[src/rtl/button_pkg.sv]
// rtl/button_pkg.sv - shared state encoding and 50 MHz tick defaults for button_events
package button_pkg;

   typedef enum logic [2:0] {
      IDLE,
      PRESSED,
      LONG_HELD,
      WAIT_SECOND,
      SECOND_PRESS
   } state_t;

   localparam int DEF_LONG_TICKS   = 50_000_000;
   localparam int DEF_DOUBLE_TICKS = 12_500_000;
   localparam int DEF_REPEAT_TICKS = 10_000_000;

   function automatic int max3(input int a, input int b, input int c);
      int m;
      m = (a > b) ? a : b;
      return (m > c) ? m : c;
   endfunction

endpackage

[src/rtl/edge_detect.sv]
// rtl/edge_detect.sv - registered level copy and rise/fall strobes for the debounced button
module edge_detect (
   input  logic clk,
   input  logic rst_n,
   input  logic btn_i,
   output logic rise_o,
   output logic fall_o
);

   logic btn_q;

   // Resets high so a button held through reset does not look like a fresh press.
   always_ff @(posedge clk) begin
      if (!rst_n) begin
         btn_q <= 1'b1;
      end else begin
         btn_q <= btn_i;
      end
   end

   assign rise_o = btn_i & ~btn_q;
   assign fall_o = ~btn_i & btn_q;

endmodule

[src/rtl/button_events.sv]
// rtl/button_events.sv - press/release/click/double/long-press classifier; auto-repeat under BTN_REPEAT_EN
module button_events
   import button_pkg::*;
#(
   parameter int LONG_TICKS   = DEF_LONG_TICKS,
   parameter int DOUBLE_TICKS = DEF_DOUBLE_TICKS,
   parameter int REPEAT_TICKS = DEF_REPEAT_TICKS
) (
   input  logic clk,
   input  logic rst_n,
   input  logic btn,
   output logic press,
   output logic release_ev,
   output logic single_click,
   output logic double_click,
   output logic long_press,
   output logic repeat_ev,
   output logic held
);

   localparam int CNT_W = $clog2(max3(LONG_TICKS, DOUBLE_TICKS, REPEAT_TICKS));
   localparam logic [CNT_W-1:0] CNT_ONE     = CNT_W'(1);
   localparam logic [CNT_W-1:0] LONG_LAST   = CNT_W'(LONG_TICKS - 1);
   localparam logic [CNT_W-1:0] DOUBLE_LAST = CNT_W'(DOUBLE_TICKS - 1);
`ifdef BTN_REPEAT_EN
   localparam logic [CNT_W-1:0] REPEAT_LAST = CNT_W'(REPEAT_TICKS - 1);
`endif

   logic rise;
   logic fall;

   state_t           state_q;
   logic [CNT_W-1:0] cnt_q;
   logic             press_q;
   logic             release_q;
   logic             single_q;
   logic             double_q;
   logic             long_q;
   logic             held_q;
`ifdef BTN_REPEAT_EN
   logic             repeat_q;
`endif

   edge_detect u_edge_detect (
      .clk    (clk),
      .rst_n  (rst_n),
      .btn_i  (btn),
      .rise_o (rise),
      .fall_o (fall)
   );

   // Classifier FSM: one shared counter, equality compares only, all outputs registered.
   always_ff @(posedge clk) begin
      if (!rst_n) begin
         state_q   <= IDLE;
         cnt_q     <= '0;
         press_q   <= 1'b0;
         release_q <= 1'b0;
         single_q  <= 1'b0;
         double_q  <= 1'b0;
         long_q    <= 1'b0;
         held_q    <= 1'b0;
`ifdef BTN_REPEAT_EN
         repeat_q  <= 1'b0;
`endif
      end else begin
         press_q   <= rise;
         release_q <= fall;
         single_q  <= 1'b0;
         double_q  <= 1'b0;
         long_q    <= 1'b0;
`ifdef BTN_REPEAT_EN
         repeat_q  <= 1'b0;
`endif
         case (state_q)
            IDLE: begin
               if (rise) begin
                  state_q <= PRESSED;
                  cnt_q   <= '0;
               end
            end
            PRESSED: begin
               // A fall on the long-press edge wins: the press counts as short.
               if (fall) begin
                  state_q <= WAIT_SECOND;
                  cnt_q   <= '0;
               end else if (cnt_q == LONG_LAST) begin
                  long_q  <= 1'b1;
                  held_q  <= 1'b1;
                  state_q <= LONG_HELD;
                  cnt_q   <= '0;
               end else begin
                  cnt_q <= cnt_q + CNT_ONE;
               end
            end
            LONG_HELD: begin
               if (fall) begin
                  held_q  <= 1'b0;
                  state_q <= IDLE;
               end
`ifdef BTN_REPEAT_EN
               else if (cnt_q == REPEAT_LAST) begin
                  repeat_q <= 1'b1;
                  cnt_q    <= '0;
               end else begin
                  cnt_q <= cnt_q + CNT_ONE;
               end
`endif
            end
            WAIT_SECOND: begin
               // A rise on the window's last edge still counts as a double click.
               if (rise) begin
                  double_q <= 1'b1;
                  state_q  <= SECOND_PRESS;
               end else if (cnt_q == DOUBLE_LAST) begin
                  single_q <= 1'b1;
                  state_q  <= IDLE;
               end else begin
                  cnt_q <= cnt_q + CNT_ONE;
               end
            end
            SECOND_PRESS: begin
               if (fall) begin
                  state_q <= IDLE;
               end
            end
            default: begin
               state_q <= IDLE;
               held_q  <= 1'b0;
            end
         endcase
      end
   end

   assign press        = press_q;
   assign release_ev   = release_q;
   assign single_click = single_q;
   assign double_click = double_q;
   assign long_press   = long_q;
   assign held         = held_q;
`ifdef BTN_REPEAT_EN
   assign repeat_ev    = repeat_q;
`else
   assign repeat_ev    = 1'b0;
`endif

endmodule
[config.mk]
export PLATFORM = sky130hd
export DESIGN_NAME = button_events
export DESIGN_NICKNAME = d
export VERILOG_FILES = /design/src/rtl/button_pkg.sv /design/src/rtl/edge_detect.sv /design/src/rtl/button_events.sv
export SDC_FILE = /design/constraint.sdc
export NUM_CORES = 1
export LEC_CHECK = 0
export CAP_MARGIN = 30
export CORE_UTILIZATION = 52
export DETAILED_ROUTE_END_ITERATION = 8
export HOLD_SLACK_MARGIN = 0.1
export MAX_ROUTING_LAYER = met4
export PLACE_DENSITY_LB_ADDON = 0.08
export SYNTH_ARGS = -nofsm -noshare
export SYNTH_HDL_FRONTEND = slang
export SYNTH_SLANG_ARGS = --single-unit
[constraint.sdc]
create_clock -name clk -period 2.6 [get_ports clk]
set_input_delay 0.52 -clock clk [delete_from_list [all_inputs] [get_ports clk]]
set_output_delay 0.52 -clock clk [all_outputs]
set_load 0.03 [all_outputs]
==> impl_results.md <==
* Vias in the first global route at approximately 1600
* Post-synth top area cell: dfxtp_1
* TritonCTS Buffers at 5
* Pwr Density at around 480 mW/mm²
* Finished Layout Cells at between 200 and 300
* Post-synth EDFFs at 0
* Placed insts at 282
* Vias at ~1800
* Maxcap violations at 0
* Yosys reg bits at 36
* Post-synthesis cell type count at 46
* Via/cell ratio at 6.13
* WL/cell at between 15 and 20 µm
* Boundary pin count at 10
* CP Launch Type: input port
* Pre-antenna DRT Iters at 4
* Die area at just under 0.004 mm²
* Worst VDD drop at 302 µV
* Die Ht at roughly 63 µm
* Synth async-reset ratio at 0
* Post-Synthesis Cell Area at ~0.0019 mm²
* Layout cells sized above 1 at 0.0820
* Residual DRC at 0
* CP Class: in2reg
* Total grt overflow at 0
* Reg clk slew, reported paths at 0.07 ns
* Main synth FF type: dfxtp_1
* Area growth syn-to-layout at 10.9%
* Worst path cell trace: clkdlybuf4s50_1 > nor2b_1 > o211ai_1 > buf_4 > nor2_1 > or4b_1 > a21oi_1
* Gr usage total at 0.248
* Final period utilization at 0.880
* Clk Latency, worst-skew pair at roughly 0.28 ns
* Max Slew Vio Count at 0
* Syn Nets at around 240
* Core area at between 0.003 and 0.004 mm²
* Antenna violations before repair at 0
* Clock root buffer master: clkbuf_8
* Slowest stage cell on the critical path: clkdlybuf4s50_1
* Bufs on Longest Clock Path at 2
* PostCTS Resize Cnt at 0
* Most frequent cells in the layout: dfxtp_1, nand2_1, a21oi_1, nor2_1, o21ai_0
* RSZ-0062 raised after global routing: no
* Setup Skew at ~0.0087 ns
* Final setup fails at 0
* F_max at 0.437 GHz
* Top cell type's share of synthesized area at 0.373
* Worst hold path class: reg2reg
* Crit. End Element: flop
* Most common cell after layout, fill and taps aside: dfxtp_1
* Worst-path maximum fanout at 19
* Final Hold Vio Count at 0
* Chip Width at ~63 µm
* Starting DRT DRC Count at between 150 and 200
* TritonCTS Sinks at 36
* CTS tree: yes
* Pin count of the biggest net entering global routing at 20
* Setup TNS at 0 ns
* Sequential share of the synthesized area at 0.373
* Routed Antenna Nets at 0
* Status: finished, final reports clean
* Nets at around 250
* Mean Syn Cell Area at roughly 8.3 µm²
* Yosys warning total at 0
* Cells after synthesis at roughly 230
* GPL Wtd Cong at roughly 0.9
* H-tree depth at 2
* HPWL after DPL at about 3200 µm
* Max_slew headroom at 0.580
* ANT cells at 0
* CP Buf/Inv Count at 2
* Family with the most delay on the worst path: simple AND/OR/NAND/NOR gates
* Cell Rows at 21
* Top cells by area, synth: dfxtp_1, a21oi_1, nand2_1, nand4_1, xor2_1
* # hold bufs at CTS at 0
* CP arrival at between 2 and 2.5 ns
* Final Util at 0.623
* Fill cell count at about 320
* First-pass GRT wire length at between 7000 and 8000 µm
* Min Clock Period, post-route at 2.29 ns
* Slew @ Worst Pin at 0.631 ns
* CP max stage delay at 0.54 ns
* WL final at approximately 4400 µm
* LEAKAGE at ~0.73 nW
* # port buffers at 8
* Post-CTS setup buffers at 0
* CP Data Required Time at about 2.8 ns
* Initial Utilization at 0.562
cells in the mapped netlist, types with 6 or more instances:
cell,n
and3_1,7
dfxtp_1,36
a21oi_1,21
nand2_1,23
o31ai_1,6
o211ai_1,6
nand4_1,10
o21ai_0,12
nand3_1,10
nor2_1,16
and2_1,8
xor2_1,7
final cells by class:
type                    count  area, µm²  share of cell area
clock buffers               6       82.6              0.0385
clock inverters             2       10.0             0.00466
inverters                   5       18.8             0.00875
multi-input cells         183       1150               0.534
flip-flops and latches     36        721               0.336
well taps                  46       57.6              0.0268
repair buffers             12        110              0.0513
final timing paths:
check | to | slack, ns | cells after the start | start
setup / recovery | cnt_q[23]$_SDFFE_PN0P_ | 0.31 | 7 | btn
hold / removal | held$_SDFFE_PN0P_ | 0.49 | 2 | held$_SDFFE_PN0P_
setup reg to reg | cnt_q[3]$_SDFFE_PN0P_ | 0.39 | 6 | cnt_q[0]$_SDFFE_PN0P_
hold reg to reg | held$_SDFFE_PN0P_ | 0.49 | 2 | held$_SDFFE_PN0P_
per-stage QoR:
stage | total power, W | setup WS (ns) | hold WS (ns) | area (µm²)
after floorplan | 0.000625 | 0.707 | 0.451 | 1930
after global placement | 0.000645 | 0.214 | 0.451 | 2050
after detailed placement | 0.000647 | 0.0421 | 0.477 | 2050
after CTS | 0.00105 | 0.334 | 0.492 | 2150
after global routing | 0.00108 | 0.202 | 0.515 | 2150
final | 0.00103 | 0.311 | 0.488 | 2150
where the power goes:
group	leakage, nW	switching, W	internal [W]
logic	0.391	0.0000496	0.0000241
clock network	0.0510	0.000188	0.000211
registers	0.291	0.00000593	0.000556
total	0.733	0.000244	0.000791
flip-flops by register name, indices dropped and copies added (netlist names):
register	cells
state_q	3
u_edge_detect.btn_q	1
double_click	1
release_ev	1
held	1
press	1
cnt_q	26
single_click	1
long_press	1
worst reg2reg max path: stages (launching register included):
cell	delay [ns]
dfxtp_1	0.34
ha_1	0.25
and4_1	0.24
and3_1	0.22
and3_1	0.38
or4_1	0.55
a21oi_1	0.16
cell families after synthesis:
group / share of synthesized area
buffers and inverters: 0.0349
adder cells (fa/ha/maj): 0.00647
AO/OA/AOI/OAI: 0.195
other: 0.00194
multiplexers: 0.00517
flip-flops: 0.373
XOR/XNOR: 0.0362
AND/OR/NAND/NOR: 0.348
per-layer routing:
layer	global-route usage	vias up	wire length [µm]
li1	-	895	-
met1	0.319	838	2090
met2	0.378	43	2070
met3	0.0620	2	218
met4	0.0785	0	29
met5	-	-	0
No activity file was read; power rests on OpenSTA's default activity.
